[src/rtl/comparator_word_sequencer.sv]
`timescale 1ns/1ps
`default_nettype none
// +------------------------------------------------------------------------+
// | comparator_word_sequencer                                              |
// | Serialises two operands MSB-first into a 1-bit comparator and resolves |
// | the word relation from the first unequal bit, with early termination.  |
// | Revision: 1.0                                                          |
// +------------------------------------------------------------------------+
module comparator_word_sequencer #(
  parameter int WIDTH   = 8,
  parameter int CMP_LAT = 1,
  localparam int CW     = $clog2(WIDTH + 1)
) (
  input  logic             clk,
  input  logic             reset,
  input  logic             in_valid,
  output logic             in_ready,
  input  logic [WIDTH-1:0] in_a,
  input  logic [WIDTH-1:0] in_b,
  output logic             bit_a,
  output logic             bit_b,
  input  logic             cmp_eq,
  input  logic             cmp_gt,
  input  logic             cmp_lt,
  output logic             out_valid,
  input  logic             out_ready,
  output logic             out_eq,
  output logic             out_gt,
  output logic             out_lt,
  output logic [CW-1:0]    out_bits,
  output logic             err
);

  localparam logic [CW-1:0] C_FULL = CW'(WIDTH);
  localparam logic [CW-1:0] C_LAST = CW'(WIDTH - 1);

  typedef enum logic [1:0] {
    IDLE  = 2'd0,
    SHIFT = 2'd1,
    DONE  = 2'd2
  } state_t;

  state_t             state_q, state_d;
  logic [WIDTH-1:0]   sh_a_q, sh_a_d, sh_b_q, sh_b_d;
  logic [CW-1:0]      issue_q, issue_d, res_q, res_d, bits_q, bits_d;
  logic [CMP_LAT-1:0] tag_q, tag_d;
  logic [2:0]         rel_q, rel_d;
  logic               err_q, err_d;
  logic               live_q;
  logic               push;
  logic               tag_out;
  logic [2:0]         cmp_v;
  logic               cmp_onehot;

  assign tag_out    = tag_q[CMP_LAT-1];
  assign cmp_v      = {cmp_eq, cmp_gt, cmp_lt};
  assign cmp_onehot = (cmp_v == 3'b100) || (cmp_v == 3'b010) || (cmp_v == 3'b001);

  always_comb begin
    state_d = state_q;
    sh_a_d  = sh_a_q;
    sh_b_d  = sh_b_q;
    issue_d = issue_q;
    res_d   = res_q;
    bits_d  = bits_q;
    tag_d   = tag_q;
    rel_d   = rel_q;
    err_d   = err_q;
    push    = 1'b0;
    case (state_q)
      IDLE: begin
        if (in_valid && in_ready) begin
          sh_a_d  = in_a;
          sh_b_d  = in_b;
          issue_d = '0;
          res_d   = '0;
          tag_d   = '0;
          state_d = SHIFT;
        end
      end
      SHIFT: begin
        // Zero fill means the MSBs read 0 once every bit has been issued.
        push = (issue_q != C_FULL);
        if (push) begin
          sh_a_d  = sh_a_q << 1;
          sh_b_d  = sh_b_q << 1;
          issue_d = issue_q + CW'(1);
        end
        tag_d    = tag_q << 1;
        tag_d[0] = push;
        if (tag_out) begin
          res_d = res_q + CW'(1);
          if (!cmp_onehot) begin
            err_d   = 1'b1;
            rel_d   = 3'b000;
            state_d = DONE;
          end else if (cmp_gt) begin
            rel_d   = 3'b010;
            state_d = DONE;
          end else if (cmp_lt) begin
            rel_d   = 3'b001;
            state_d = DONE;
          end else if (res_q == C_LAST) begin
            rel_d   = 3'b100;
            state_d = DONE;
          end
          if (state_d == DONE) begin
            bits_d = res_q + CW'(1);
            tag_d  = '0;
          end
        end
      end
      DONE: begin
        if (out_ready) begin
          state_d = IDLE;
        end
      end
      default: state_d = IDLE;
    endcase
  end

  always_ff @(posedge clk or posedge reset) begin
    if (reset) begin
      state_q <= IDLE;
      sh_a_q  <= '0;
      sh_b_q  <= '0;
      issue_q <= '0;
      res_q   <= '0;
      bits_q  <= '0;
      tag_q   <= '0;
      rel_q   <= '0;
      err_q   <= 1'b0;
      live_q  <= 1'b0;
    end else begin
      state_q <= state_d;
      sh_a_q  <= sh_a_d;
      sh_b_q  <= sh_b_d;
      issue_q <= issue_d;
      res_q   <= res_d;
      bits_q  <= bits_d;
      tag_q   <= tag_d;
      rel_q   <= rel_d;
      err_q   <= err_d;
      live_q  <= 1'b1;
    end
  end

  // live_q keeps in_ready low until the first edge after reset release.
  assign in_ready  = live_q && (state_q == IDLE);
  assign bit_a     = (state_q == SHIFT) && sh_a_q[WIDTH-1];
  assign bit_b     = (state_q == SHIFT) && sh_b_q[WIDTH-1];
  assign out_valid = (state_q == DONE);
  assign out_eq    = rel_q[2];
  assign out_gt    = rel_q[1];
  assign out_lt    = rel_q[0];
  assign out_bits  = bits_q;
  assign err       = err_q;

endmodule
`default_nettype wire

[config.mk]
export PLATFORM = sky130hd
export DESIGN_NAME = comparator_word_sequencer
export DESIGN_NICKNAME = d
export VERILOG_FILES = /design/src/rtl/comparator_word_sequencer.sv
export SDC_FILE = /design/constraint.sdc
export NUM_CORES = 1
export LEC_CHECK = 0
export BUFFER_PORTS_ARGS = -buffer_cell sky130_fd_sc_hd__buf_2
export CORE_ASPECT_RATIO = 0.7
export CORE_UTILIZATION = 58
export CTS_BUF_LIST = sky130_fd_sc_hd__clkbuf_16
export CTS_CLUSTER_SIZE = 14
export DETAILED_ROUTE_END_ITERATION = 8
export GPL_TIMING_DRIVEN = 0
export PLACE_DENSITY = 0.83
export SYNTH_ARGS = -nofsm -noshare
export SYNTH_HDL_FRONTEND = slang
export SYNTH_SLANG_ARGS = --single-unit
[constraint.sdc]
create_clock -name clk -period 4.3 [get_ports clk]
set_input_delay 0.215 -clock clk [delete_from_list [all_inputs] [get_ports clk]]
set_output_delay 0.215 -clock clk [all_outputs]
set_load 0.05 [all_outputs]
======== Word-level counts from Yosys, hierarchy flattened ========
Cells that the tools add are included.
cells by class
  add/subtract/negate cells ............... 2
  muxes and demuxes ....................... 29
  bitwise gates (word level) .............. 1
  eq/ne operators ......................... 13
  reduce and logical (&&, ||, !) cells .... 15
operators with widths
  operator               number
  $mux W8                4
  $pmux W8 S2            2
  $mux W2                9
  $reduce_and A3 Y1      6
  $pmux W4 S2            2
  $mux W3                4
  $mux W4                3
  $add A4 B1 Y4 const B  2
  $ne A2 B2 Y1 const B   3
  $pmux W2 S3            1
  $eq A2 B2 Y1 const B   2
  $eq A4 B3 Y1 const B   1
  $logic_and A1 B1 Y1    4
  $ne A4 B3 Y1 const B   1
  $ne A4 B4 Y1 const B   1
  $eq A3 B1 Y1 const B   1
  $eq A3 B2 Y1 const B   1
  $eq A3 B3 Y1 const B   1
  $mux W1                3
  $eq A2 B1 Y1 const B   1
  $logic_not A2 Y1       1
  $logic_or A1 B1 Y1     2
  $ne A2 B1 Y1 const B   1
  $pmux W1 S2            1
  3 further kinds        3
word-level totals
  flip-flop bits (word level) ............. 36
  output and inout bits ................... 12
  input port bits ......................... 23

======== Logic depth before layout (Yosys ltp) ========
Gate-level depths: netlist of run 1.
  word-level depth ........................ 11
  depth in mapped cells ................... 6
  depth with buffers taken out ............ 5

======== Worst setup path before layout of run 1 ========
No wires, ideal clock.
  path kind ............................... register -> output
  from .................................... register state_q[1]
  to ...................................... output in_ready
  path buffers ............................ 0
  stages on the path, launching flop included .. 2
  arrival time ............................ 1,584 ps
  slack ................................... 2,501 ps
  data required time ...................... 4,085 ps
  cell sequence ........................... dfrtp_1 nor3b_1
between the ends
  cells in the longest elaborated chain, start to end .. 2
ends and longest elaborated chain
  item                      line  text
  start: declaration        43    state_t state_q, state_d;
  start signal: assignment  135   state_q <= state_d;
  $logic_not A2 Y1          149   assign in_ready = live_q && (state_q == IDLE);
  $logic_and A1 B1 Y1       149
  end: declaration          17    output logic in_ready,
Every way passes these cells.

======== Final worst setup path of run 1 ========
  from .................................... register issue_q[0]
  to ...................................... register sh_b_q[7]
between the ends
  cells in the longest elaborated chain, start to end .. 3
ends and longest elaborated chain
  item                         line  text
  start: declaration           45    logic [CW-1:0] issue_q, issue_d, res_q, res_d, bits_q, bits_d;
  start signal: assignment     138   issue_q <= issue_d;
  $ne A4 B4 Y1                 83    push = (issue_q != C_FULL);
  $ne A2 B2 Y1 (no line)       -
  $reduce_and A3 Y1 (no line)  -
  end signal: assignment       126   sh_b_q <= '0;
  end signal: assignment       137   sh_b_q <= sh_b_d;
  end: declaration             44    logic [WIDTH-1:0] sh_a_q, sh_a_d, sh_b_q, sh_b_d;
Every way passes these cells.
A chain may end at the register's enable or synchronous reset.

==> results.txt, run 1 <==
- Number of synthesized register bits: 36
- Yosys mapped the design onto 38 distinct sky130hd cell types.
- Final setup vio count: 0
- Number of nets in the final layout: 210
- The worst setup path is launched from a flop.
* Inserted Clock Buffers: 5
- Derived from the worst setup path, the maximum achievable clock frequency is 0.524 GHz.
* Aggregate global routing overflow: 0
- Adding up every negative setup slack in the final design gives 0 ns.
* Proportion of synthesized chip area in sequential cells: 50.9%
- For the pin with the worst max-slew slack, the measured transition is 0.737 ns.
- From synthesis to final layout, the design area changed by 21.4%.
- Run status: finished, final reports clean
- Clock tree from TritonCTS: built
- Setup repair after global routing left no endpoint under its margin.
- Core Box Area: 2840 um2
- STA puts the critical path data required time at 4.46 ns.
- Count of unresolved DRC violations after routing: 0
- Clock sink total: 36
- For this run, global-route usage on met3 was measured as 6.78%.
- Detail-routed via count per cell: 5.74
- Synthesis produced 143 cells.
- Arrival time at the worst endpoint: 2.07 ns
* Total vias in the final route: 1,268
- Final routed wirelength across all metal layers: 3.54 mm
- When the netlist entered floorplanning its net count stood at 169.
* Worst hold path type: in -> async
- Global routing used 32.3% of the available met1 tracks.
- Chip width: 68.0 um
- Along the worst path, the maximum fanout reaches 10.
- Global routing used 37.6% of the available met2 tracks.
- Per report_power, the combinational group accounts for 42.1% of the total.
- Net switching is 37.3% of the power.
- Crit share post-route: 44.3%
* Cell internal power dissipation: 1.06 mW
- Worst-case reg-to-reg path depth: 6
- Detailed Routing Iterations Pass 1: 4
* Pin count of the biggest net entering global routing: 37
- Final critical-path required period: 1.91 ns
- In this run the power density over the cells is 789 nW/um2.
- Buffers inserted to repair hold after CTS numbered 0.
- Aggregate global-route resource usage: 24.0%
- Once the clock tree was built, the setup fixing pass inserted 0 buffers.
* Peak VDD IR: 0.367 mV
* Switching component of the power: 0.633 mW
* Number of diodes: 0
- Worst R2R Setup Slack: 2.39 ns
- STA classifies the critical path endpoint as a flop.
* Number of H-tree levels: 2
* Count of pins on the block boundary: 35
- The initial antenna violation count was 0.
* Gp weighted congestion: 0.831
* Clock transition at the registers of the reported paths: 0.05 ns
* Max-cap violations: 0
* Clock Tree Root: sky130_fd_sc_hd__clkbuf_16
* Average wire per standard cell: 16.0 um
- The first global-routing pass estimated 5.39 mm of wire.
* Vias in the first global route: 1,133
- Starting DRT DRC Count: 59
- The synthesized netlist occupies a cell area of 1770 um2.
* Share of layout cells above drive strength 1: 40.5%
* Leak pwr: 1.05 nW
- Leaving out fill and tap cells, the most frequent cells in the layout are 36 x sky130_fd_sc_hd__buf_2, 36 x sky130_fd_sc_hd__dfrtp_1, 26 x sky130_fd_sc_hd__mux2_2.
* Crit Path Category: reg -> reg
* Final clock skew: 0.00502 ns
- At the later pin of the worst-skew pair, clock insertion delay measures 0.28 ns.
- The floorplan step defined a die boundary enclosing 3280 um2.
- The die is 48.2 um tall.
- The HPWL after detailed placement is 2.50 mm.
* Maximum buffer depth of the clock tree: 2
- The final number of max-transition violations came to 0.
* Final Hold Vio Count: 0
* Sequential power share: 34.2%
* Count of instances resized after the clock tree is built: 0
- Of the total power, the clock network draws 23.7%.
- The global routing stage identified its most utilized layer as met2.
* R2R Path End: sh_b_q[7]
- The Yosys step of the flow raised 0 warnings.
- Port buffering added 34 buffers.
- Row count: 16
* Residual antenna-violating net count after detailed routing: 0
- Headroom to the max-slew limit came out at 50.8%.
* Total design power: 1.69 mW
- Synthesized area per cell: 12.4 um2
- The initial utilization of the core area, before any placement, comes to 62.2%.
- Beginning of the worst register-to-register path: issue_q[0]
-- sequential cells by signal, summed over array words and instances, names as in the netlist --
| register | cells |
|---|---|
| out_bits | 4 |
| rel_q | 3 |
| tag_out | 1 |
| state_q | 2 |
| sh_b_q | 8 |
| issue_q | 4 |
| res_q | 4 |
| sh_a_q | 8 |
| live_q | 1 |
| err | 1 |
-- cell families (layout without fill, tap and decap cells) --
family / count (synthesis) / in the layout / synth area share (%)
compound gates: 21 / 21 / 8.56
xor+xnor: 3 / 3 / 1.49
mux: 35 / 35 / 22.0
other cells: 1 / 1 / 0.212
flops: 36 / 36 / 50.9
simple gates: 33 / 33 / 11.4
fa+ha+maj: 3 / 3 / 2.12
buf+inv: 11 / 53 / 3.32
-- synth_stat cells --
cell type                   instances  area [um2]
sky130_fd_sc_hd__a21o_1             2        15.0
sky130_fd_sc_hd__a21oi_1            2        10.0
sky130_fd_sc_hd__buf_2              2        10.0
sky130_fd_sc_hd__and3_1             1        6.26
sky130_fd_sc_hd__a22o_1             3        26.3
sky130_fd_sc_hd__a21boi_0           1        7.51
sky130_fd_sc_hd__nor3b_1            2        15.0
sky130_fd_sc_hd__a21oi_2            1        8.76
sky130_fd_sc_hd__and2_1             2        12.5
sky130_fd_sc_hd__and3b_1            1        8.76
sky130_fd_sc_hd__nor3_1             1        5.00
sky130_fd_sc_hd__conb_1             1        3.75
sky130_fd_sc_hd__nand2b_1           1        6.26
sky130_fd_sc_hd__o21ai_0            7        35.0
sky130_fd_sc_hd__and4bb_4           1        16.3
sky130_fd_sc_hd__xor2_1             2        17.5
sky130_fd_sc_hd__nand2_1            7        26.3
sky130_fd_sc_hd__nor2b_1            2        12.5
sky130_fd_sc_hd__nand4bb_1          1        11.3
sky130_fd_sc_hd__or3_1              1        6.26
sky130_fd_sc_hd__mux2i_1            4        40.0
sky130_fd_sc_hd__o2bb2ai_1          1        8.76
sky130_fd_sc_hd__xnor2_1            1        8.76
sky130_fd_sc_hd__ha_1               3        37.5
sky130_fd_sc_hd__nand3_1            5        25.0
sky130_fd_sc_hd__a211o_1            1        8.76
sky130_fd_sc_hd__nand4_1            1        6.26
sky130_fd_sc_hd__o22a_1             1        8.76
sky130_fd_sc_hd__mux2_1             5        56.3
sky130_fd_sc_hd__nor2_1             3        11.3
sky130_fd_sc_hd__dfrtp_1           36         901
sky130_fd_sc_hd__buf_6              2        22.5
sky130_fd_sc_hd__a21oi_4            1        16.3
sky130_fd_sc_hd__mux2_2            26         293
sky130_fd_sc_hd__inv_1              7        26.3
sky130_fd_sc_hd__a31oi_1            1        6.26
sky130_fd_sc_hd__or4b_1             1        10.0
sky130_fd_sc_hd__nand3b_1           3        22.5
-- power groups by stage --
stage / combinational [mW] / sequential (mW) / clock [mW]
final: 0.714 / 0.579 / 0.401
after global routing: 0.774 / 0.599 / 0.421
after CTS: 0.722 / 0.578 / 0.404
after detailed placement: 0.716 / 0.579 / 0
after global placement: 0.686 / 0.565 / 0
after floorplan: 0.471 / 0.658 / 0
-- worst max-delay path, stage by stage, from the launching register on --
cell	delay (ns)
sky130_fd_sc_hd__dfrtp_1	0.40
sky130_fd_sc_hd__inv_1	0.10
sky130_fd_sc_hd__ha_1	0.17
sky130_fd_sc_hd__nand3b_1	0.19
sky130_fd_sc_hd__a21oi_4	0.38
sky130_fd_sc_hd__buf_6	0.22
sky130_fd_sc_hd__mux2_2	0.34
-- layout make-up --
class | count | area [um2]
plain buffers | 4 | 32.5
clock buffers | 5 | 125
clock inverters | 3 | 38.8
fillers | 207 | 694
inverters | 7 | 26.3
multi-input cells | 96 | 810
flip-flops and latches | 36 | 901
well taps | 36 | 45.0
repair buffers | 34 | 170
-- routing by layer --
layer | up-vias | wire [um]
met2 | 46 | 1730
met5 | - | 0
li1 | 599 | -
met4 | 0 | 30
met3 | 4 | 212
met1 | 619 | 1570
-- through the flow --
stage | area, um2 | instances | hold WS (ns) | worst slack (ns) | utilization, %
4_1_cts | 2150 | 221 | 0.155 | 2.40 | 75.6
5_1_grt | 2150 | 221 | 0.131 | 2.28 | 75.6
2_1_floorplan | 1770 | 143 | 0.354 | 2.50 | -
3_3_place_gp | 1980 | 213 | 0.436 | 2.47 | 69.8
6_report | 2150 | 221 | 0.0578 | 2.39 | 75.6
3_5_place_dp | 1980 | 213 | 0.451 | 2.44 | 69.8
-- how the worst max path moves through the flow --
stage,start,end,slack (ns),cells after the start
3_3_place_gp,issue_q[0],sh_b_q[7],2.47,6
6_report,issue_q[0],sh_b_q[7],2.39,6
4_1_cts,issue_q[0],sh_b_q[7],2.40,6
2_1_floorplan,state_q[1],in_ready,2.50,1
3_5_place_dp,issue_q[0],sh_b_q[7],2.44,6
5_1_grt,issue_q[0],sh_a_q[1],2.28,6
(Power assumes the default switching activity.)
==> run 2, diff against run 1 <==
Settings changed: CORE_UTILIZATION 58 to 54, PLACE_DENSITY 0.83 to 0.78.
Clock period 4.3 ns to 1.8 ns, I/O delays scaled along.
==> results.txt, run 2 (synthesis results as in run 1) <==
- The run finished, with violations left.
- The checks that failed: negative hold slack.
* Number of H-tree levels: 2
- Once detailed placement completed, the half-perimeter wirelength came to 2.41 mm.
* WP buf/inv: 2
- For this run, the total global-route usage over all layers was measured as 22.2%.
- Storage cell area: 901 um2
- Switch share: 37.8%
* Hold bufs inserted after CTS: 0
- Crit Path Category: reg -> reg
* Row count: 16
- Beginning of the worst register-to-register path: issue_q[0]
* Initial Utilization: 60.1%
* Clock tree from TritonCTS: built
* Number of nets in the final layout: 213
- The detailed router used layers up to and including met4.
* Total vias in the final route: 1,239
* Count of unresolved DRC violations after routing: 0
* Worst path top cell family by delay: flip-flops
* Count of pins on the block boundary: 35
* Pin slew with the least headroom to its limit: 0.742 ns
* Commonest non-fill, non-tap cell in the layout: sky130_fd_sc_hd__dfrtp_1
- Total area of multi-input combinational cells: 817 um2
* Clock group share of total power: 20.3%
* Largest registers ranked by flip-flop count: sh_a_q x8, sh_b_q x8
- Final setup margin: 0.0852 ns
- From synthesis to final layout, the design area changed by 22.0%.
- Worst Setup Slack post-DPL: -0.0967 ns
* Antenna violations before repair: 0
* Met2 wire length: 1.52 mm
* CP max stage cell: sky130_fd_sc_hd__dfrtp_1
- The worst setup path is launched from a flop.
- Inserted Clock Buffers: 5
* Clock sink total: 36
* Residual antenna-violating net count after detailed routing: 0
- Final setup vio count: 0
* CP endpoint kind: flop
- Final Hold Vio Count: 36
* Critical path fanouts, max: 6
- Cell area power density: 1820 nW/um2
* Maximum buffer depth of the clock tree: 2
* Overall die height: 49.9 um
* Number of diodes: 0
- The congestion estimate from routability-driven global placement came to 0.803.
- In this run the static leakage power is 1.05 nW.
- Data arrives at the worst endpoint at 1.87 ns.
- Max-cap violations: 0
* Critical path, cell by cell: inv_1 -> ha_1 -> nand3b_1 -> a21oi_4 -> buf_4 -> mux2_2
- Crit share post-route: 95.3%
* Required time worst endpoint: 1.95 ns
- Slew Limit Headroom: 50.5%
- The worst hold path belongs to the class in -> async.
- Pins Over Slew Limit: 0
- End-of-flow core utilization: 73.3%
- After routing, the total negative slack on setup checks comes to 0 ns.
* Share of layout cells above drive strength 1: 40.4%
* Cell internal power dissipation: 2.44 mW
* Average wire per standard cell: 15.0 um
* Final critical-path required period: 1.71 ns
- The clock reaches the later pin of the worst-skew pair after 0.27 ns.
- Most frequent cells in the layout: 36 x sky130_fd_sc_hd__dfrtp_1, 33 x sky130_fd_sc_hd__buf_2, 26 x sky130_fd_sc_hd__mux2_2
* Post-Route Hold Slack: -0.0540 ns
- The first global-routing pass estimated 5.88 mm of wire.
- The critical path starts at issue_q[0].
* Largest stage delay on the critical path: 0.40 ns
- For this design the total switching power over the nets is 1.48 mW.
- Summed over all nets, wire length on met3 after detailed routing comes to 163 um.
- Aggregate global routing overflow: 0
- The first detailed-routing pass ran for 4 iterations.
- Final clock skew: 0.00348 ns
* Sequential power share: 34.9%
* Max Clk Rate: 0.583 GHz
* Vias in the first global route: 1,241
- Using the TritonRoute via totals, the vias-per-cell ratio works out to 5.53.
- Clock Tree Root: sky130_fd_sc_hd__clkbuf_16
* Unrepaired setup endpoints after global routing: no
* Core Box Area: 2940 um2
- Chip width: 70.4 um
- After detailed routing, the total wire length is 3.37 mm.
* Sum of routed wire segments on met1: 1.63 mm
- Clock-pin slew was measured on the worst setup and hold paths at 0.05 ns.
* Layout filler cell count: 207
* Pin count of the biggest net entering global routing: 37
* Comb power frac: 44.8%
* Buffers added on ports: 34
* Die area: 3510 um2
- Starting DRT DRC Count: 50
* Peak VDD IR: 1.07 mV
run 2: changes by cell type in the layout (fill, tap and decap cells not counted), sizes merged:
| cell | before | now |
|---|---|---|
| bufinv | 1 | 0 |
| inv | 8 | 9 |
| clkbuf | 5 | 8 |
run 2: cell type report:
cell class | count | area share, %
sequential | 36 | 41.7
multi-input combinational | 96 | 37.9
timing repair buffer | 37 | 9.16
clock buffer | 5 | 5.80
tap | 36 | 2.09
buffer | 4 | 1.62
inverter | 7 | 1.22
clock inverter | 3 | 0.522
run 2: power groups by stage:
stage	logic (mW)	clock network (mW)	registers, mW
floorplan	1.13	0	1.57
global placement	1.64	0	1.35
detailed placement	1.70	0	1.38
CTS	1.76	0.810	1.37
global route	1.90	0.847	1.42
finish	1.76	0.795	1.37
run 2: stage by stage:
step                      instances  instance area, um2  power (mW)
after global routing            224                2160        4.17
final                           224                2160        3.92
after CTS                       223                2140        3.94
after detailed placement        213                1980        3.08
after floorplan                 143                1770        2.70
after global placement          213                1980        2.99
run 2: worst reg2reg max path: cells and delay by family (launching register included):
| kind | cells | cell delay [ns] |
|---|---|---|
| buffers and inverters | 2 | 0.29 |
| AOI/OAI and AO/OA | 1 | 0.22 |
| and+or+nand+nor | 1 | 0.18 |
| adders and majority gates | 1 | 0.16 |
| muxes | 1 | 0.35 |
| DFF | 1 | 0.40 |
run 2: final timing paths:
check | to | slack [ns] | cells past startpoint
worst max-delay path | sh_a_q[5] | 0.09 | 6
worst max register to register | sh_a_q[5] | 0.09 | 6
min in group clk | sh_a_q[0] | 0.04 | 2
worst min register to register | err | 0.46 | 1
max in group asynchronous | sh_b_q[3] | 1.38 | 2
worst min-delay path | live_q | -0.05 | 2
run 2: routing by layer:
layer / global-route usage (%) / vias up
met5: 0 / -
li1: - / 602
met3: 5.73 / 6
met4: 8.67 / 0
met1: 30.0 / 598
met2: 34.1 / 33
run 2: timing repair:
action                     in CTS  in global routing
pin swaps                       1                  1
setup buffers                   2                  1
resized for setup               0                  4
setup endpoints to repair       6                  9
